--- src/rtl/acc_cmd_responder.sv ---
// Accelerator endpoint for the core cmd/resp link: decodes custom-0 instructions, runs ADD/XOR/ACC ops
// (plus an iterative shift-add MUL when ACC_MUL_EN is defined) and returns results tagged with rd.
module acc_cmd_responder #(
  parameter int         ACC_DATA_WIDTH     = 64,
  parameter int         ACC_INSTR_WIDTH    = 32,
  parameter int         ACC_REG_ADDR_WIDTH = 5,
  parameter logic [6:0] ACC_OPCODE         = 7'b0001011
) (
  input  logic                          clk_i,
  input  logic                          rst_i,
  input  logic                          cmd_valid,
  output logic                          cmd_ready,
  input  logic [ACC_INSTR_WIDTH-1:0]    cmd_inst,
  input  logic [ACC_DATA_WIDTH-1:0]     cmd_rs1,
  input  logic [ACC_DATA_WIDTH-1:0]     cmd_rs2,
  output logic                          resp_valid,
  input  logic                          resp_ready,
  output logic [ACC_DATA_WIDTH-1:0]     resp_data,
  output logic [ACC_REG_ADDR_WIDTH-1:0] resp_rd,
  output logic                          cmd_err_o
);

  localparam logic [6:0] F_ADD    = 7'd0;
  localparam logic [6:0] F_XOR    = 7'd1;
  localparam logic [6:0] F_MUL    = 7'd2;
  localparam logic [6:0] F_ACC    = 7'd3;
  localparam logic [6:0] F_RDACC  = 7'd4;
  localparam logic [6:0] F_CLRACC = 7'd5;

`ifdef ACC_MUL_EN
  typedef enum logic [1:0] {IDLE, MUL, RESP} state_t;
  localparam int CNT_W = $clog2(ACC_DATA_WIDTH);
  localparam logic [CNT_W-1:0] CNT_LAST = CNT_W'(ACC_DATA_WIDTH - 1);
`else
  typedef enum logic [1:0] {IDLE, RESP} state_t;
`endif

  state_t                          state_q, state_d;
  logic [ACC_DATA_WIDTH-1:0]       acc_q, acc_d, acc_next, op_result;
  logic [ACC_DATA_WIDTH-1:0]       resp_data_q, resp_data_d;
  logic [ACC_REG_ADDR_WIDTH-1:0]   resp_rd_q, resp_rd_d;
  logic                            cmd_ready_q, err_q, err_d;
  logic                            cmd_fire, cmd_illegal;

`ifdef ACC_MUL_EN
  logic [ACC_DATA_WIDTH-1:0] mcand_q, mcand_d, mplier_q, mplier_d, prod_q, prod_d, prod_sum;
  logic [CNT_W-1:0]          cnt_q, cnt_d;
  logic                      mul_xd_q, mul_xd_d;
`endif

  logic [6:0]                    funct7, opcode;
  logic                          xd;
  logic [ACC_REG_ADDR_WIDTH-1:0] rd;
  logic                          unused_inst_bits;

  assign funct7           = cmd_inst[31:25];
  assign xd               = cmd_inst[14];
  assign rd               = cmd_inst[7 +: ACC_REG_ADDR_WIDTH];
  assign opcode           = cmd_inst[6:0];
  assign unused_inst_bits = ^{cmd_inst[24:15], cmd_inst[13:12]};

  assign cmd_fire = cmd_valid && cmd_ready_q;

  // NOTE: every variable driven in an always_comb gets a default first, otherwise a latch is inferred.
  always_comb begin
    cmd_illegal = (opcode != ACC_OPCODE) || (funct7 > F_CLRACC);
`ifndef ACC_MUL_EN
    if (funct7 == F_MUL) cmd_illegal = 1'b1;
`endif
  end

  // Single-cycle results and the accumulator side effect of the presented command.
  always_comb begin
    op_result = '0;
    acc_next  = acc_q;
    case (funct7)
      F_ADD:    op_result = cmd_rs1 + cmd_rs2;
      F_XOR:    op_result = cmd_rs1 ^ cmd_rs2;
      F_ACC: begin
        acc_next  = acc_q + cmd_rs1;
        op_result = acc_next;
      end
      F_RDACC:  op_result = acc_q;
      F_CLRACC: begin
        acc_next  = '0;
        op_result = acc_q;
      end
      default:  ;
    endcase
  end

  always_comb begin
    state_d     = state_q;
    acc_d       = acc_q;
    resp_data_d = resp_data_q;
    resp_rd_d   = resp_rd_q;
    err_d       = 1'b0;
`ifdef ACC_MUL_EN
    mcand_d  = mcand_q;
    mplier_d = mplier_q;
    prod_d   = prod_q;
    cnt_d    = cnt_q;
    mul_xd_d = mul_xd_q;
    prod_sum = prod_q + (mplier_q[0] ? mcand_q : '0);
`endif
    unique case (state_q)
      IDLE: begin
        if (cmd_fire) begin
          if (cmd_illegal) begin
            err_d = 1'b1;
`ifdef ACC_MUL_EN
          end else if (funct7 == F_MUL) begin
            state_d   = MUL;
            mcand_d   = cmd_rs1;
            mplier_d  = cmd_rs2;
            prod_d    = '0;
            cnt_d     = '0;
            mul_xd_d  = xd;
            resp_rd_d = rd;
`endif
          end else begin
            acc_d = acc_next;
            if (xd) begin
              state_d     = RESP;
              resp_data_d = op_result;
              resp_rd_d   = rd;
            end
          end
        end
      end
`ifdef ACC_MUL_EN
      // One multiplier bit per cycle; the last partial sum goes straight into the response register.
      MUL: begin
        prod_d   = prod_sum;
        mcand_d  = mcand_q << 1;
        mplier_d = mplier_q >> 1;
        cnt_d    = cnt_q + CNT_W'(1);
        if (cnt_q == CNT_LAST) begin
          if (mul_xd_q) begin
            state_d     = RESP;
            resp_data_d = prod_sum;
          end else begin
            state_d = IDLE;
          end
        end
      end
`endif
      RESP:    if (resp_ready) state_d = IDLE;
      default: state_d = IDLE;
    endcase
  end

  // NOTE: sequential state uses non-blocking assignments so every register samples pre-edge values.
  always_ff @(posedge clk_i) begin
    if (rst_i) begin
      state_q     <= IDLE;
      acc_q       <= '0;
      resp_data_q <= '0;
      resp_rd_q   <= '0;
      cmd_ready_q <= 1'b0;
      err_q       <= 1'b0;
    end else begin
      state_q     <= state_d;
      acc_q       <= acc_d;
      resp_data_q <= resp_data_d;
      resp_rd_q   <= resp_rd_d;
      cmd_ready_q <= (state_d == IDLE);
      err_q       <= err_d;
    end
  end

`ifdef ACC_MUL_EN
  // NOTE: multiplier working registers are not reset; they are always loaded on accept before use.
  always_ff @(posedge clk_i) begin
    mcand_q  <= mcand_d;
    mplier_q <= mplier_d;
    prod_q   <= prod_d;
    cnt_q    <= cnt_d;
    mul_xd_q <= mul_xd_d;
  end
`endif

  assign cmd_ready  = cmd_ready_q;
  assign resp_valid = (state_q == RESP);
  assign resp_data  = resp_data_q;
  assign resp_rd    = resp_rd_q;
  assign cmd_err_o  = err_q;

endmodule
--- config.mk ---
export PLATFORM = sky130hd
export DESIGN_NAME = acc_cmd_responder
export DESIGN_NICKNAME = d
export VERILOG_FILES = /design/src/rtl/acc_cmd_responder.sv
export SDC_FILE = /design/constraint.sdc
export NUM_CORES = 1
export LEC_CHECK = 0
export CAP_MARGIN = 20
export CORE_UTILIZATION = 55
export DETAILED_ROUTE_END_ITERATION = 6
export PLACE_DENSITY = 0.85
export SYNTH_ARGS = -nofsm -noshare
export SYNTH_HDL_FRONTEND = slang
export SYNTH_SLANG_ARGS = --single-unit
export TNS_END_PERCENT = 20
--- constraint.sdc ---
create_clock -name clk_i -period 9.8 [get_ports clk_i]
set_input_delay 1.96 -clock clk_i [delete_from_list [all_inputs] [get_ports clk_i]]
set_output_delay 1.96 -clock clk_i [all_outputs]
set_load 0.02 [all_outputs]
Word level (Yosys, flattened, before mapping) --
Index checks and enable logic that the tools add are counted. Widths: inputs -> output; s select.
Word-level totals: register bits after elaboration 137, input bits 164, output and inout port bits 72
Cells by class: muxes and demuxes 9, eq/ne operators 7, reductions and logical operators 10, add/subtract/negate cells 2, bitwise gates (word level) 4, order comparisons 1
Operators with widths (number):
- $pmux 64 s4 | 1
- $add 64x64->64 | 2
- $pmux 64 s2 | 1
- $xor 64x64->64 | 1
- $eq 7x2->1 const B | 2
- $eq 7x3->1 const B | 2
- $mux 2 | 4
- $reduce_and 4->1 | 2
- $eq 7x1->1 const B | 1
- $gt 7x3->1 const B | 1
- $logic_not 7->1 | 1
- $ne 7x4->1 const B | 1
- $logic_not 2->1 | 2
- $pmux 2 s2 | 1
- $not 1->1 | 3
- $reduce_or 3->1 | 1
- $eq 2x1->1 const B | 1
- $mux 1 | 2
- $reduce_bool 2->1 | 1
- $reduce_or 2->1 | 1
- $logic_and 1x1->1 | 1
- $logic_or 1x1->1 | 1

Depth between registers and ports, before layout --
Gate-level depths: netlist of the first run.
word-level depth 7, mapped depth 13, gate-level depth less buffers 13

Worst setup path after synthesis of the first run --
Ideal clock, no wire load.
path kind input-to-reg, from in cmd_rs1[0], to reg resp_data_q[58] (netlist: resp_data[58]), setup slack 4807 ps, arrival 4861 ps, stages on the path 13, library setup time 132 ps, required time 9668 ps, path through ha_1 -> fa_1 -> a21o_1 -> a311o_1 -> a21o_1 -> o21ba_4 -> o311ai_4 -> a2111oi_4 -> nor4_2 -> o31ai_2 -> xnor2_1 -> a221oi_2 -> nor3_1
On the way: word-level cells in the longest chain between the ends 2
RTL lines:
- start: declaration | line 14 | input logic [ACC_DATA_WIDTH-1:0] cmd_rs1,
- $add 64x64->64, on equally long branches | line 80, 77
- $pmux 64 s4 * | line 76 | case (funct7)
- end signal: assignment | line 165 | resp_data_q <= resp_data_d;
- end: declaration | line 40 | logic [ACC_DATA_WIDTH-1:0] resp_data_q, resp_data_d;
Mark *: on every way between the ends. The rest lies on a longest branch, timed or not. A chain may end at the register's enable or synchronous reset.

Final worst setup path of the first run --
from in cmd_rs1[1], to reg resp_data_q[61] (netlist: resp_data[61])
Same word-level chain as after synthesis.

==> impl_metrics.tcl, run 1 <==
set metrics [dict create \
    postSynth.topFlopCell "dfxtp_1" \
    synth_edf_count 0 \
    worstSkewPairLatency_ns 0.44 \
    final_antenna_net_count 0 \
    synth-seq-area-share_pct 20.9 \
    die_y_um 156 \
    stdcell_count 2251 \
    drive_gt1_share_pct 4.30 \
    status "complete, but fails checks" \
    initialDrtViolationCount 1599 \
    worstHoldStart "resp_rd[3]$_SDFFE_PP0P_" \
    powerDensity_mw_per_mm2 103 \
    slew_headroom_pct 23.9 \
    h-tree-depth 4 \
    n_fill_cell 2036 \
    crit_slowest_cell "nor4_2" \
    slew_viol_final 0 \
    vias_per_cell 6.53 \
    slowest_delay_ns 0.62 \
    wire_per_inst_um 20.7 \
    clock-sinks 137 \
    grt_max_degree 77 \
    clk_pin_slew_worst_paths_ns 0.07 \
    cts.repair.resized 0 \
    finalHoldViolations 0 \
    dp_hpwl_um 34000 \
    grt.total_usage_pct 37.1 \
    antenna_found_initial 0 \
    syn_area_mm2 0.0131 \
    r2r_cells 13 \
    grt-ovfl-total 0 \
    ys_seq_elements 137 \
    cts_hold_buf 0 \
    dr.pass1.iters 7 \
    antenna_cells 0 \
    r2r_setup_slack_ns 5.84 \
    die_x_um 156 \
    synth_nets 2067 \
    syn2layout_area_growth_pct 22.1 \
    fin_nets 2211 \
    violations "DRC" \
    arrival_ns 6.54 \
    period_share_pct 63.9 \
    cts_setup_buffers 0 \
    fin_skew_ns 0.0119 \
    setup_tns_ns 0 \
    grt_pass1_vias 13700 \
    path_max_fanout 4 \
    yosys_warnings 0 \
    setup_viol 0 \
    cts_tree "yes" \
    hold_ws_ns 0.459 \
    synth_cell_types 79 \
    worstMarginPinSlew_ns 1.14 \
    dieArea_mm2 0.0245 \
    p_leak_nw 6.42 \
    syn_area_per_cell_um2 7.39 \
    port_buffers 223 \
    max_freq_mhz 160 \
    start_util_pct 56.0 \
    r2r-start "acc_q[0]$_SDFFE_PP0P_" \
    fin_crit_ns 6.26 \
    end_kind "flip-flop" \
    stdcell_area_mm2 0.0160 \
    crit_type "input pin to flip-flop" \
    crit_required_ns 10.08 \
    core_mm2 0.0234 \
    cap_violations 0 \
    cts_buffers 17 \
    place_inst 2218 \
    final_common_cell "a21oi_1" \
    min_to "resp_rd[3]$_SDFFE_PP0P_" \
    ir_drop_mv 0.113 \
    hold_class "flip-flop to flip-flop" \
    crit_path_start_kind "input pin" \
    ios 236 \
    root_buffer "clkbuf_16" \
    path_cells "clkdlybuf4s50_1, ha_1, a211oi_1, nor4_2, nor4_2, nor3_1, o21ai_0, a21oi_1, nor4_1, o31ai_1, xnor2_1, a221oi_1, nor3_1" \
    rows 56 \
    whs_path_depth 2 \
    gp_congestion 0.979 \
    rr_endpoint "resp_data[62]$_SDFFE_PP0P_" \
    synthArstFlopShare_pct 0 \
    dr_total_vias 14700 \
    final_cell_mix "a21oi_1 (222), clkdlybuf4s50_1 (221), nor2_1 (213)" \
    grt_pass1_wl_um 71400 \
    grt_setup_unrepaired "false" \
    syn_inst 1775 \
    drcViolationCount 9 \
    wl_um 46500 \
    place_area_mm2 0.0154 \
    cts_max_path_buffers 2 \
]
-- layout make-up --
type,instances,area [um2],share of cell area (%)
clock buffers,17,425,2.66
clock inverters,15,144,0.898
inverters,37,139,0.867
multi-input cells,1491,9850,61.5
flip-flops and latches,137,2740,17.1
well taps,319,399,2.49
repair buffers,235,2320,14.5
-- power breakdown --
group	internal, mW	total [mW]	switching (mW)	leakage (nW)
registers	0.557	0.557	0.000508	1.10
logic	0.179	0.431	0.252	5.04
clock network	0.355	0.654	0.299	0.278
-- cells by family (layout without fill, tap and decap cells) --
logic type | count (synthesis) | in the layout | share of synthesized area (%)
xor+xnor | 116 | 116 | 7.75
mux | 2 | 2 | 0.153
simple gates | 565 | 565 | 19.8
fa+ha+maj | 128 | 128 | 12.3
other cells | 1 | 1 | 0.0286
flops | 137 | 137 | 20.9
buf+inv | 147 | 304 | 4.30
compound gates | 679 | 679 | 34.8
-- state kept, by name (all words and copies together), names as in the netlist --
signal / flops
resp_data: 64
resp_rd: 5
cmd_err_o: 1
cmd_ready: 1
acc_q: 64
state_q: 2
-- layer usage --
| metal | vias up | wire, um | GRT usage, % |
|---|---|---|---|
| li1 | 6918 | - | - |
| met1 | 6814 | 19600 | 49.1 |
| met2 | 839 | 20900 | 59.5 |
| met3 | 121 | 4280 | 5.87 |
| met4 | 0 | 1810 | 16.3 |
| met5 | - | 0 | 0 |
-- stage by stage --
| step | utilization (%) | setup slack, ns | power (mW) |
|---|---|---|---|
| final | 68.4 | 3.54 | 1.64 |
| after global routing | 68.4 | 3.22 | 1.70 |
| after CTS | 68.4 | 3.62 | 1.63 |
| after detailed placement | 66.0 | 3.19 | 0.988 |
| after global placement | 66.0 | 3.28 | 0.983 |
| after floorplan | - | 4.81 | 0.840 |
-- synth_stat cells (22+ instances only) --
library cell  number  area [um2]
xor2_1            46         403
nand4_1           34         213
a21o_1            66         495
ha_1             126        1580
nor3_1            73         365
a211oi_1          24         180
nor2_1           216         811
xnor2_1           70         613
a221oi_1          22         193
nand2_1          130         488
clkbuf_1          85         319
o21bai_1          31         233
a221o_1           30         300
dfxtp_1          137        2740
o21ai_0          101         505
inv_1             37         139
nand3_1           29         145
a21oi_1          222        1110
a22oi_1           64         480
-- critical path, delay by kind of cell --
| family | cells | cell delay [ns] |
|---|---|---|
| AOI/OAI and AO/OA | 5 | 1.85 |
| and+or+nand+nor | 5 | 1.65 |
| buffers and inverters | 1 | 0.53 |
| adders and majority gates | 1 | 0.38 |
| xor gates and xnor gates | 1 | 0.16 |
-- worst max-delay path by stage --
stage / startpoint / end / slack (ns) / cells after the start
6_report: cmd_rs1[1] / resp_data[61]$_SDFFE_PP0P_ / 3.54 / 13
5_1_grt: cmd_rs1[1] / resp_data[61]$_SDFFE_PP0P_ / 3.22 / 13
4_1_cts: cmd_rs1[1] / resp_data[61]$_SDFFE_PP0P_ / 3.62 / 13
3_5_place_dp: cmd_rs1[1] / resp_data[61]$_SDFFE_PP0P_ / 3.19 / 13
3_3_place_gp: cmd_rs1[1] / resp_data[61]$_SDFFE_PP0P_ / 3.28 / 13
2_1_floorplan: cmd_rs1[0] / resp_data[58]$_SDFFE_PP0P_ / 4.81 / 13
No activity file was read; power rests on OpenSTA's default activity.
==> run 2, diff against run 1 <==
==> constraint.sdc (replaced) <==
create_clock -name clk_i -period 6.1 [get_ports clk_i]
set_input_delay 1.22 -clock clk_i [delete_from_list [all_inputs] [get_ports clk_i]]
set_output_delay 1.22 -clock clk_i [all_outputs]
set_load 0.02 [all_outputs]
==> run 2 against run 1 <==
Total power rose by 64%. Setup slack worse by 2.7 ns. First-iteration DRC count grew 5.8%. Global-route usage is 0.79 points higher. Sequential power increased by 61%. Clock power grew 68%. Worst hold slack about the same. The flow now finishes without violations. Critical endpoint unchanged. Non-clock buffer count up 8. Clock skew rose by 0.0091 ns. Die area stayed put. Routed wire length is 1.3% higher.
==> impl_metrics.tcl, run 2 (synthesis gave the netlist of run 1 again) <==
set metrics [dict create \
    status "complete, no violations" \
    wire_per_inst_um 20.9 \
    slew_viol_final 0 \
    grt_setup_unrepaired "false" \
    cts.repair.resized 0 \
    crit_type "input pin to flip-flop" \
    r2r-start "acc_q[0]$_SDFFE_PP0P_" \
    p_leak_nw 6.48 \
    crit_start "cmd_rs1[28]" \
    finalHoldViolations 0 \
    die_y_um 156 \
    combPwrFrac_pct 26.1 \
    grt_pass1_vias 14000 \
    pwr-share-clk_pct 40.7 \
    rows 56 \
    final_antenna_net_count 0 \
    wl_um 47100 \
    antenna_found_initial 0 \
    start_util_pct 56.0 \
    whs_path_depth 2 \
    setup_viol 0 \
    initialDrtViolationCount 1692 \
    dr_total_vias 14900 \
    final_common_cell "a21oi_1" \
    worstSkewPairLatency_ns 0.45 \
    powerDensity_mw_per_mm2 167 \
    grt.total_usage_pct 37.9 \
    cts_max_path_buffers 2 \
    h-tree-depth 4 \
    dr.pass1.iters 6 \
    period_share_pct 86.0 \
    total_power_mw 2.69 \
    setup_ws_ns 0.854 \
    root_buffer "clkbuf_16" \
    n_fill_cell 1996 \
    grt-ovfl-total 0 \
    pwr-share-seq_pct 33.2 \
    worstMarginPinSlew_ns 1.02 \
    crit_path_start_kind "input pin" \
    p_switching_uw 922 \
    r2r_cells 13 \
    fin_nets 2219 \
    grt_busiest_layer "met2" \
    ir_drop_mv 0.162 \
    ios 236 \
    antenna_cells 0 \
    port_buffers 223 \
    slowest_delay_ns 0.61 \
    die_x_um 156 \
    dieArea_mm2 0.0245 \
    place_ws_ns 0.543 \
    clock-sinks 137 \
    rr_endpoint "resp_data[50]$_SDFFE_PP0P_" \
    use_met3_pct 5.76 \
    cts_tree "yes" \
    switching_share_pct 34.2 \
    cts_setup_buffers 0 \
    path_delay_family "simple AND/OR/NAND/NOR gates" \
    grt_use_met2_pct 61.4 \
    core_mm2 0.0234 \
    end_kind "flip-flop" \
    arrival_ns 5.53 \
    r2r_setup_slack_ns 2.12 \
    drcViolationCount 0 \
    crit_required_ns 6.39 \
    crit_slowest_cell "nor3_1" \
    max_freq_mhz 191 \
    path_cells "clkdlybuf4s50_1, ha_1, nand4_1, nor4_1, o21ai_0, nor3_1, o21ai_0, buf_4, a21oi_1, nor4_1, buf_4, o31ai_1, xnor2_1, a221oi_1, nor3_1" \
    path_buf_inv 3 \
    gp_congestion 0.994 \
    cts_hold_buf 0 \
    syn2layout_area_growth_pct 23.0 \
    drive_gt1_share_pct 4.69 \
    clk_pin_slew_worst_paths_ns 0.07 \
    crit_cells 15 \
    slew_headroom_pct 32.0 \
    p_int_mw 1.77 \
    vias_per_cell 6.61 \
    fin_crit_ns 5.25 \
    dp_hpwl_um 34100 \
    grt_max_degree 87 \
    grt_pass1_wl_um 73400 \
    hold_class "flip-flop to flip-flop" \
    cap_violations 0 \
    setup_tns_ns 0 \
    grtUsageMet1_pct 49.2 \
    path_max_fanout 8 \
    cts_buffers 17 \
    endpoint "resp_data[61]$_SDFFE_PP0P_" \
    final_cell_mix "a21oi_1 (222), clkdlybuf4s50_1 (221), nor2_1 (213)" \
    fin_skew_ns 0.0210 \
]
## run 2: worst register-to-register path: cells and delay by family, from the launching register on
family                   cells  cell delay (ns)
XOR/XNOR                     1             0.17
adder cells (fa/ha/maj)      2             0.70
flip-flops                   1             0.33
AO/OA/AOI/OAI                9             2.41
AND/OR/NAND/NOR              1             0.20
## run 2: cell type report
cell class              instances  area (um2)  share of cell area [%]
inverters                      37         139                   0.861
multi-input cells            1491        9850                    61.0
clock inverters                15         169                    1.05
repair buffers                243        2410                    15.0
flip-flops and latches        137        2740                    17.0
clock buffers                  17         425                    2.64
well taps                     319         399                    2.47
## run 2: power by group through the flow
stage | Clock (mW) | Combinational [mW] | Sequential (mW)
floorplan | 0 | 0.433 | 0.916
global placement | 0 | 0.664 | 0.916
detailed placement | 0 | 0.675 | 0.916
CTS | 1.09 | 0.682 | 0.895
global route | 1.13 | 0.753 | 0.895
finish | 1.10 | 0.702 | 0.895
## run 2: how the worst min path moves through the flow
stage	start	end	slack [ns]
after floorplan	state_q[1]$_SDFF_PP0_	cmd_ready$_SDFF_PP0_	0.47
after global placement	resp_rd[0]$_SDFFE_PP0P_	resp_rd[0]$_SDFFE_PP0P_	0.44
after detailed placement	resp_rd[4]$_SDFFE_PP0P_	resp_rd[4]$_SDFFE_PP0P_	0.45
after CTS	resp_rd[4]$_SDFFE_PP0P_	resp_rd[4]$_SDFFE_PP0P_	0.46
after global routing	resp_rd[1]$_SDFFE_PP0P_	resp_rd[1]$_SDFFE_PP0P_	0.48
final	resp_rd[4]$_SDFFE_PP0P_	resp_rd[4]$_SDFFE_PP0P_	0.46
## run 2: routing by layer
| layer | routed length (um) | share of wire [%] |
|---|---|---|
| met3 | 4340 | 9.2 |
| met2 | 21400 | 45 |
| met1 | 19300 | 41 |
| met4 | 2110 | 4.5 |
| met5 | 0 | 0 |
## run 2: metrics by stage
stage	hold WS [ns]	instances	utilization [%]	cell area, um2
4_1_cts	0.461	2259	68.9	16100
6_report	0.459	2259	68.9	16100
5_1_grt	0.478	2259	68.9	16100
3_5_place_dp	0.452	2227	66.4	15500
3_3_place_gp	0.444	2227	66.4	15500
2_1_floorplan	0.469	1775	-	13100
==> run 3, diff against run 2 <==
--- a/config.mk
+++ b/config.mk
@@ -7,6 +7,7 @@
 export LEC_CHECK = 0
 export CAP_MARGIN = 20
 export CORE_UTILIZATION = 55
+export CTS_CLUSTER_SIZE = 24
 export DETAILED_ROUTE_END_ITERATION = 6
 export PLACE_DENSITY = 0.85
 export SYNTH_ARGS = -nofsm -noshare
==> results of run 3 <==
The final DEF is identical to that of run 2; final timing and power are the same.
